$ cat config.mk
export PLATFORM = sky130hd
export DESIGN_NAME = l1_cache
export DESIGN_NICKNAME = d
export VERILOG_FILES = /design/src/rtl/l1_cache.sv
export SDC_FILE = /design/constraint.sdc
export NUM_CORES = 1
export LEC_CHECK = 0
export BUFFER_PORTS_ARGS = -buffer_cell sky130_fd_sc_hd__buf_2
export CAP_MARGIN = 20
export CELL_PAD_IN_SITES_DETAIL_PLACEMENT = 0
export CELL_PAD_IN_SITES_GLOBAL_PLACEMENT = 1
export CORE_ASPECT_RATIO = 1.5
export CORE_MARGIN = 3
export CORE_UTILIZATION = 45
export DETAILED_ROUTE_END_ITERATION = 8
export GPL_ROUTABILITY_DRIVEN = 0
export PLACE_DENSITY_LB_ADDON = 0.1
export SLEW_MARGIN = 20
export SYNTH_ARGS = -nofsm -noshare
export SYNTH_HDL_FRONTEND = slang
export SYNTH_SLANG_ARGS = --single-unit
$ cat constraint.sdc
create_clock -name clk -period 4.92 [get_ports clk]
set_input_delay 0.738 -clock clk [delete_from_list [all_inputs] [get_ports clk]]
set_output_delay 0.738 -clock clk [all_outputs]
set_load 0.01 [all_outputs]
$ cat src/rtl/l1_cache.sv
// Direct-mapped write-back/write-allocate L1 with 16-bit CPU port and 128-bit line memory port.
// Hits respond combinationally in IDLE; misses hold the CPU until pmem_resp completes writeback/fill.
module l1_cache #(
  parameter int S_INDEX = 3
) (
  input  logic         clk,
  input  logic         reset,
  input  logic         mem_read,
  input  logic         mem_write,
  input  logic [1:0]   mem_wmask,
  input  logic [15:0]  mem_address,
  input  logic [15:0]  mem_wdata,
  output logic         mem_resp,
  output logic [15:0]  mem_rdata,
  output logic         pmem_read,
  output logic         pmem_write,
  output logic [15:0]  pmem_address,
  output logic [127:0] pmem_wdata,
  input  logic [127:0] pmem_rdata,
  input  logic         pmem_resp
);

  localparam int TAG_W = 12 - S_INDEX;
  localparam int SETS  = 1 << S_INDEX;

  typedef enum logic [1:0] {
    IDLE,
    WRITEBACK,
    ALLOCATE
  } state_t;

  state_t state_q, state_d;

  logic [SETS-1:0]  valid_q;
  logic [SETS-1:0]  dirty_q;
  logic [TAG_W-1:0] tag_q  [SETS];
  logic [127:0]     data_q [SETS];
  logic [11:0]      miss_line_q;

  logic [S_INDEX-1:0] req_idx, miss_idx;
  logic [TAG_W-1:0]   req_tag, miss_tag;
  logic [2:0]         word_sel;
  logic               req, hit, victim_dirty;
  logic               wr_hit, miss_start, wb_done, fill_done;
  logic               unused_addr_bit;

  assign req_idx         = mem_address[4 +: S_INDEX];
  assign req_tag         = mem_address[15 -: TAG_W];
  assign word_sel        = mem_address[3:1];
  assign miss_idx        = miss_line_q[S_INDEX-1:0];
  assign miss_tag        = miss_line_q[11 -: TAG_W];
  assign unused_addr_bit = mem_address[0];

  assign req          = mem_read | mem_write;
  assign hit          = valid_q[req_idx] && (tag_q[req_idx] == req_tag);
  assign victim_dirty = valid_q[req_idx] && dirty_q[req_idx];

  assign mem_rdata  = data_q[req_idx][{word_sel, 4'h0} +: 16];
  assign pmem_wdata = data_q[miss_idx];

  always_comb begin
    state_d      = state_q;
    mem_resp     = 1'b0;
    pmem_read    = 1'b0;
    pmem_write   = 1'b0;
    pmem_address = '0;
    wr_hit       = 1'b0;
    miss_start   = 1'b0;
    wb_done      = 1'b0;
    fill_done    = 1'b0;
    unique case (state_q)
      IDLE: begin
        if (req) begin
          if (hit) begin
            mem_resp = 1'b1;
            // read+write together is a write
            wr_hit   = mem_write;
          end else begin
            miss_start = 1'b1;
            state_d    = victim_dirty ? WRITEBACK : ALLOCATE;
          end
        end
      end
      WRITEBACK: begin
        pmem_write   = 1'b1;
        pmem_address = {tag_q[miss_idx], miss_idx, 4'h0};
        if (pmem_resp) begin
          wb_done = 1'b1;
          state_d = ALLOCATE;
        end
      end
      ALLOCATE: begin
        pmem_read    = 1'b1;
        pmem_address = {miss_line_q, 4'h0};
        if (pmem_resp) begin
          fill_done = 1'b1;
          state_d   = IDLE;
        end
      end
      default: state_d = IDLE;
    endcase
    // Reset wins: no response, no array update, late pmem_resp ignored
    if (reset) begin
      state_d    = IDLE;
      mem_resp   = 1'b0;
      wr_hit     = 1'b0;
      miss_start = 1'b0;
      wb_done    = 1'b0;
      fill_done  = 1'b0;
    end
  end

  always_ff @(posedge clk) begin
    if (reset) begin
      state_q     <= IDLE;
      valid_q     <= '0;
      dirty_q     <= '0;
      miss_line_q <= '0;
    end else begin
      state_q <= state_d;
      // Latch the miss line so a withdrawn/changed request cannot corrupt the fill
      if (miss_start) miss_line_q <= mem_address[15:4];
      if (wr_hit && (mem_wmask != 2'b00)) dirty_q[req_idx] <= 1'b1;
      if (wb_done) dirty_q[miss_idx] <= 1'b0;
      if (fill_done) begin
        valid_q[miss_idx] <= 1'b1;
        dirty_q[miss_idx] <= 1'b0;
      end
    end
  end

  always_ff @(posedge clk) begin
    if (wr_hit) begin
      if (mem_wmask[0]) data_q[req_idx][{word_sel, 4'h0} +: 8] <= mem_wdata[7:0];
      if (mem_wmask[1]) data_q[req_idx][{word_sel, 4'h8} +: 8] <= mem_wdata[15:8];
    end
    if (fill_done) begin
      data_q[miss_idx] <= pmem_rdata;
      tag_q[miss_idx]  <= miss_tag;
    end
  end

endmodule

## Word level (Yosys, flattened, before mapping)

Memories as Yosys holds them, arrays and structs flattened. A register that Yosys moved wholly into a read port is not among the register bits.
Index checks and enable logic that the tools add are counted.

| storage, ports and cells | value |
|---|---|
| bits in registers | 30 |
| bits in writable memories | 1096 |
| bits of input ports | 167 |
| word-level logic and storage cells | 349 |
| memories | 2 |

| cells by class | value |
|---|---|
| add/sub/neg operators | 2 |
| order comparisons | 4 |
| eq/ne operators | 7 |
| shift operators | 5 |
| mux-type cells | 182 |
| bitwise gates (word level) | 134 |
| reduce and logical (&&, ||, !) cells | 9 |

Memory list:

| name | words | width | read ports | clocked after memory_dff | wr ports | line | source |
|---|---|---|---|---|---|---|---|
| data_q | 8 | 128 | 2 | 1 | 1 | 37 | `logic [127:0] data_q [SETS];` |
| tag_q | 8 | 9 | 2 | 1 | 1 | 36 | `logic [TAG_W-1:0] tag_q [SETS];` |

Operators with widths:

| operator | count |
|---|---|
| 2-to-1 mux 128 bit | 4 |
| variable shift 8 x 9 -> 128 bit (first input constant) | 2 |
| indexed part select 8 x 9 -> 128 bit | 2 |
| 2-to-1 mux 1 bit | 157 |
| OR 1 bit | 129 |
| OR reduction 128 bit | 1 |
| indexed part select 128 x 8 -> 16 bit | 1 |
| 2-to-1 mux 8 bit | 5 |
| case mux 16 bit (2 select lines) | 1 |
| negator 7 -> 9 bit | 2 |
| AND 8 bit | 2 |
| OR 8 bit | 2 |
| 2-to-1 mux 3 bit | 5 |
| 2-to-1 mux 2 bit | 5 |
| equality test 9 bit | 1 |
| < comparator 3 x 4 -> 1 bit (second input constant) | 2 |
| != test 2 bit (second input constant) | 4 |
| inverter 8 bit | 1 |
| binary-select mux 1 bit (select 3 bit) | 2 |
| demux 1 bit (select 3 bit) | 2 |
| greater-or-equal comparator 3 x 1 -> 1 bit (second input constant) | 2 |
| case mux 2 bit (3 select lines) | 1 |
| logical AND 1 bit | 5 |
| AND reduction 4 bit | 1 |
| 4 further kinds | 4 |

## Depth between registers and ports, before layout

| depth | value |
|---|---|
| depth after elaboration | 15 |
| mapped depth | 14 |
| mapped depth without buffers | 7 |

## Worst setup path after synthesis

No wires, ideal clock.

| timing path | value |
|---|---|
| path type | in2reg |
| start | input mem_address[5] |
| end | memory data_q[1][0], enable pin |
| data arrival time | 3.522 ns |
| required time | 4.522 ns |
| slack | 1.001 ns |
| cell stages on the path | 10 |
| buffers on the path | 3 |
| cell sequence | buf_6 -> nor2b_1 -> clkbuf_1 -> a221oi_2 -> o22ai_1 -> xor2_1 -> nor4_4 -> nand2_4 -> buf_6 -> o41ai_1 |

| on the way | value |
|---|---|
| longest elaborated chain between the ends | 11 |
| elaborated cells between the ends (all ways) | 16 |
| those cells by class | 1 x eq/ne; 12 x mux; 1 x bitwise; 1 x reduce/logical; 1 x memory |

Ends and longest elaborated chain:

| element | line | source |
|---|---|---|
| start, declared | 11 | `input logic [15:0] mem_address,` |
| memory read (8 x 9 bit) or binary-select mux 1 bit (select 3 bit) (tied branches) | n/a |  |
| equality test 9 bit or 2-to-1 mux 1 bit (tied branches) | 55 | `assign hit = valid_q[req_idx] && (tag_q[req_idx] == req_tag);` |
| logical AND 1 bit | 55 |  |
| 2-to-1 mux 1 bit | 74 | `if (hit) begin` |
| 2-to-1 mux 1 bit | 73 | `if (req) begin` |
| 2-to-1 mux 1 bit | 71 | `unique case (state_q)` |
| 2-to-1 mux 1 bit | 103 | `if (reset) begin` |
| 2-to-1 mux 1 bit | 133 | `if (wr_hit) begin` |
| 2-to-1 mux 128 bit, on equally long branches | 134, 135 |  |
| OR 1 bit (no source line) | n/a |  |
| 2-to-1 mux 128 bit (no source line) | n/a |  |
| end, declared | 37 |  |

Several ways; a longest one is shown, not always the timed one. The select of a mux whose other input is x is not followed.

## Worst setup path after layout

| timing path | value |
|---|---|
| start | input mem_address[6] |
| end | output mem_rdata[8] |

| on the way | value |
|---|---|
| longest elaborated chain between the ends | 2 |

Ends and longest elaborated chain:

| element | line | source |
|---|---|---|
| memory read (8 x 128 bit) | n/a |  |
| indexed part select 128 x 8 -> 16 bit | 58 | `assign mem_rdata = data_q[req_idx][{word_sel, 4'h0} +: 16];` |
| end, declared | 14 | `output logic [15:0] mem_rdata,` |

Every way passes these cells.

==> metrics.cfg <==
[timing]
final-hold-violation-count=0
finalSetupTns_ns=0
maxSlewViolCount=0
setup_ws_ns=0.2482
slew_headroom_pct=25.41
fin_hold_ws_ns=0.2952
fin_worst_skew_ns=0.02632
finalSetupViolations=0
finalCritPeriodShare_pct=94.95
max_freq_mhz=214.1
min_period_ns=4.672
rsz0062_at_grt=no
tightest_slew_ns=1.116

[worst_setup_path]
r2r-end=data_q[3][18]
reg2reg_depth=9
cp.arrival_ns=3.93
reg2reg_slack_ns=0.86
start_kind=primary input
critical_path_class=in -> out
path_max_fanout=38
cp-end-kind=primary output
reg2reg_from=state_q[0]
crit_required_ns=4.18

[yosys]
synth_top_family_by_area=multiplexers
ys_types=66
avgSynthCellArea_um2=15.59
synth_xor_area_share_pct=0.09861
ys_async_sr_fraction_pct=0
yosysWarnings=0
muxShareOfSynthArea_pct=17.73
synth_adder_area_share_pct=0.2113
synth_compound_area_share_pct=11.61
synthFlopType=edfxtp_1
synthSimpleGateAreaFrac_pct=4.614
syn_inst=3419
syn-cell-area_um2=53290
synth-seq-area-share_pct=63.00
ys_ff_latch=1129
synth_edf_count=1096

[cells_and_area]
n_fill_cell=9751
multi_input_comb_area_um2=18600
final_cell_mix=edfxtp_1 (1096), a22oi_1 (332), buf_2 (320)
syn_to_final_growth_pct=17.63
finalNetCount=4074
final_common_cell=edfxtp_1
drive_gt1_share_pct=34.74
instances_no_fill=5560
regArea_um2=33580
final_area_um2=62690
final_core_util_pct=53.33

[run]
max_cap_viol_count=0

[power]
finalPower_mw=22.33
max-vdd-ir-drop_v=0.0003199
total_leakage_power_nw=19.54
power_density_nw_per_um2=356.1

[drt]
drtIter0Drc=4794
drtPass1Iterations=6
detail_route.wl_per_cell_um=37.83
vias=37740
drc=0
routed_wl_um=210400
viasPerCell=6.787
ant_nets=0

[die]
io_pins=330
die_w_um=287.0
die_area_um2=122700
core_um2=117500
die_y_um=427.5
fp-row-count=154
start_util_pct=45.34

[run_status]
status=finished clean

[clock_tree]
cts_buffers=107
cts_root_buf=clkbuf_16
cts_tree=yes
hold_buffers=0
cts.clk_slew.worst_paths_ns=0.06
clock_path_buffers=3
insertion_delay_ns=0.72
clock_sinks=1129
cts-htree-levels=3
post_cts_resized=0
cts_setup_buffers=0

[placed_design]
postPlaceCellArea_um2=59050
place_inst=5349
place_hpwl_um=144000
port-buffer-count=324
place_ws_ns=0.2188

[global_route]
grt_overflow=0
grt_pass1_vias=38020
grt_start_max_net_pins=81
grt_usage_pct=33.96
grt_pass1_wl_um=290600
antenna_found_initial=16

[min_path]
hp-start=mem_address[11]
hold_end=miss_line_q[7]
min_path_type=in -> reg
hold_path_depth=2

[worst max-delay path: stages]
cell	delay [ns]
buf_4	0.31
and3b_4	0.95
buf_12	0.27
buf_4	0.22
a22oi_1	0.09
nand4_1	0.17
mux4_2	0.33
nor2_1	0.06
a31oi_1	0.46
buf_2	0.24
[synthesized netlist by cell type, drive strengths merged, types with 3 or more instances]
cell       n  share of area [%]
o21a       7              0.099
ha         9               0.21
buf      150                1.4
xnor2      3              0.049
nor3       5              0.047
a211oi     8               0.11
a22o      69                1.1
nand3b     4              0.056
dfxtp     33                1.2
nor2b     30               0.35
edfxtp  1096                 62
nor2      59               0.42
a221o      3              0.056
and2       5              0.059
nand4     75               0.88
and3      13               0.15
nor3b      4              0.066
o21ai    227                2.1
o211ai    20               0.29
mux2     174                3.7
a31oi     20               0.23
mux2i     65                1.2
xor2       3              0.049
nand3     96               0.90
a22oi    332                4.7
a21oi     87               0.82
o41ai     40               0.73
a221oi    62                1.1
and3b      3              0.049
inv       24               0.17
nor4       3              0.063
mux4     302                 13
nand2    206                1.5
clkbuf   157                1.1
[kinds of logic (layout without fill, tap and decap cells)]
family / Yosys count / after routing
DFF: 1129 / 1129
AOI/OAI and AO/OA: 891 / 891
muxes: 541 / 541
and+or+nand+nor: 510 / 510
buffers and inverters: 332 / 897
adders and majority gates: 9 / 9
xor gates and xnor gates: 6 / 6
other: 1 / 17
[registers in the layout, summed over array words and instances (netlist names), named ones only]
name	count
data_q	1024
tag_q	72
miss_line_q	12
dirty_q	8
valid_q	8
state_q	2
[area by class of cell]
class	instances	share of cell area [%]
clock buffers	118	4.387
inverters	25	0.1497
clock inverters	80	1.355
flip-flops and latches	1129	53.57
diodes	13	0.05190
multi-input cells	1961	29.66
repair buffers	674	7.704
well taps	1560	3.114
[power breakdown]
part / switching (mW) / internal [mW] / total, mW
Combinational: 1.79 / 1.20 / 2.99
Sequential: 0.139 / 10.6 / 10.8
Clock: 3.67 / 4.88 / 8.55
Total: 5.60 / 16.7 / 22.3
[metal layers]
metal  up-vias  wire, µm  global-route usage (%)
li1      15190         -                       -
met1     19520     74020                   41.69
met2      2478     99760                   54.74
met3       537     19740                   6.356
met4         6     16790                   23.01
met5         -        32                       0
[worst max path at each step]
stage,from,end,slack (ns)
after floorplan,mem_address[5],data_q[1][0],1.00
after global placement,mem_address[4],data_q[3][27],0.24
after detailed placement,mem_address[4],data_q[3][27],0.22
after CTS,mem_address[6],mem_rdata[14],0.34
after global routing,mem_address[6],mem_rdata[8],0.15
final,mem_address[6],mem_rdata[8],0.25
No activity file was read; power rests on OpenSTA's default activity.
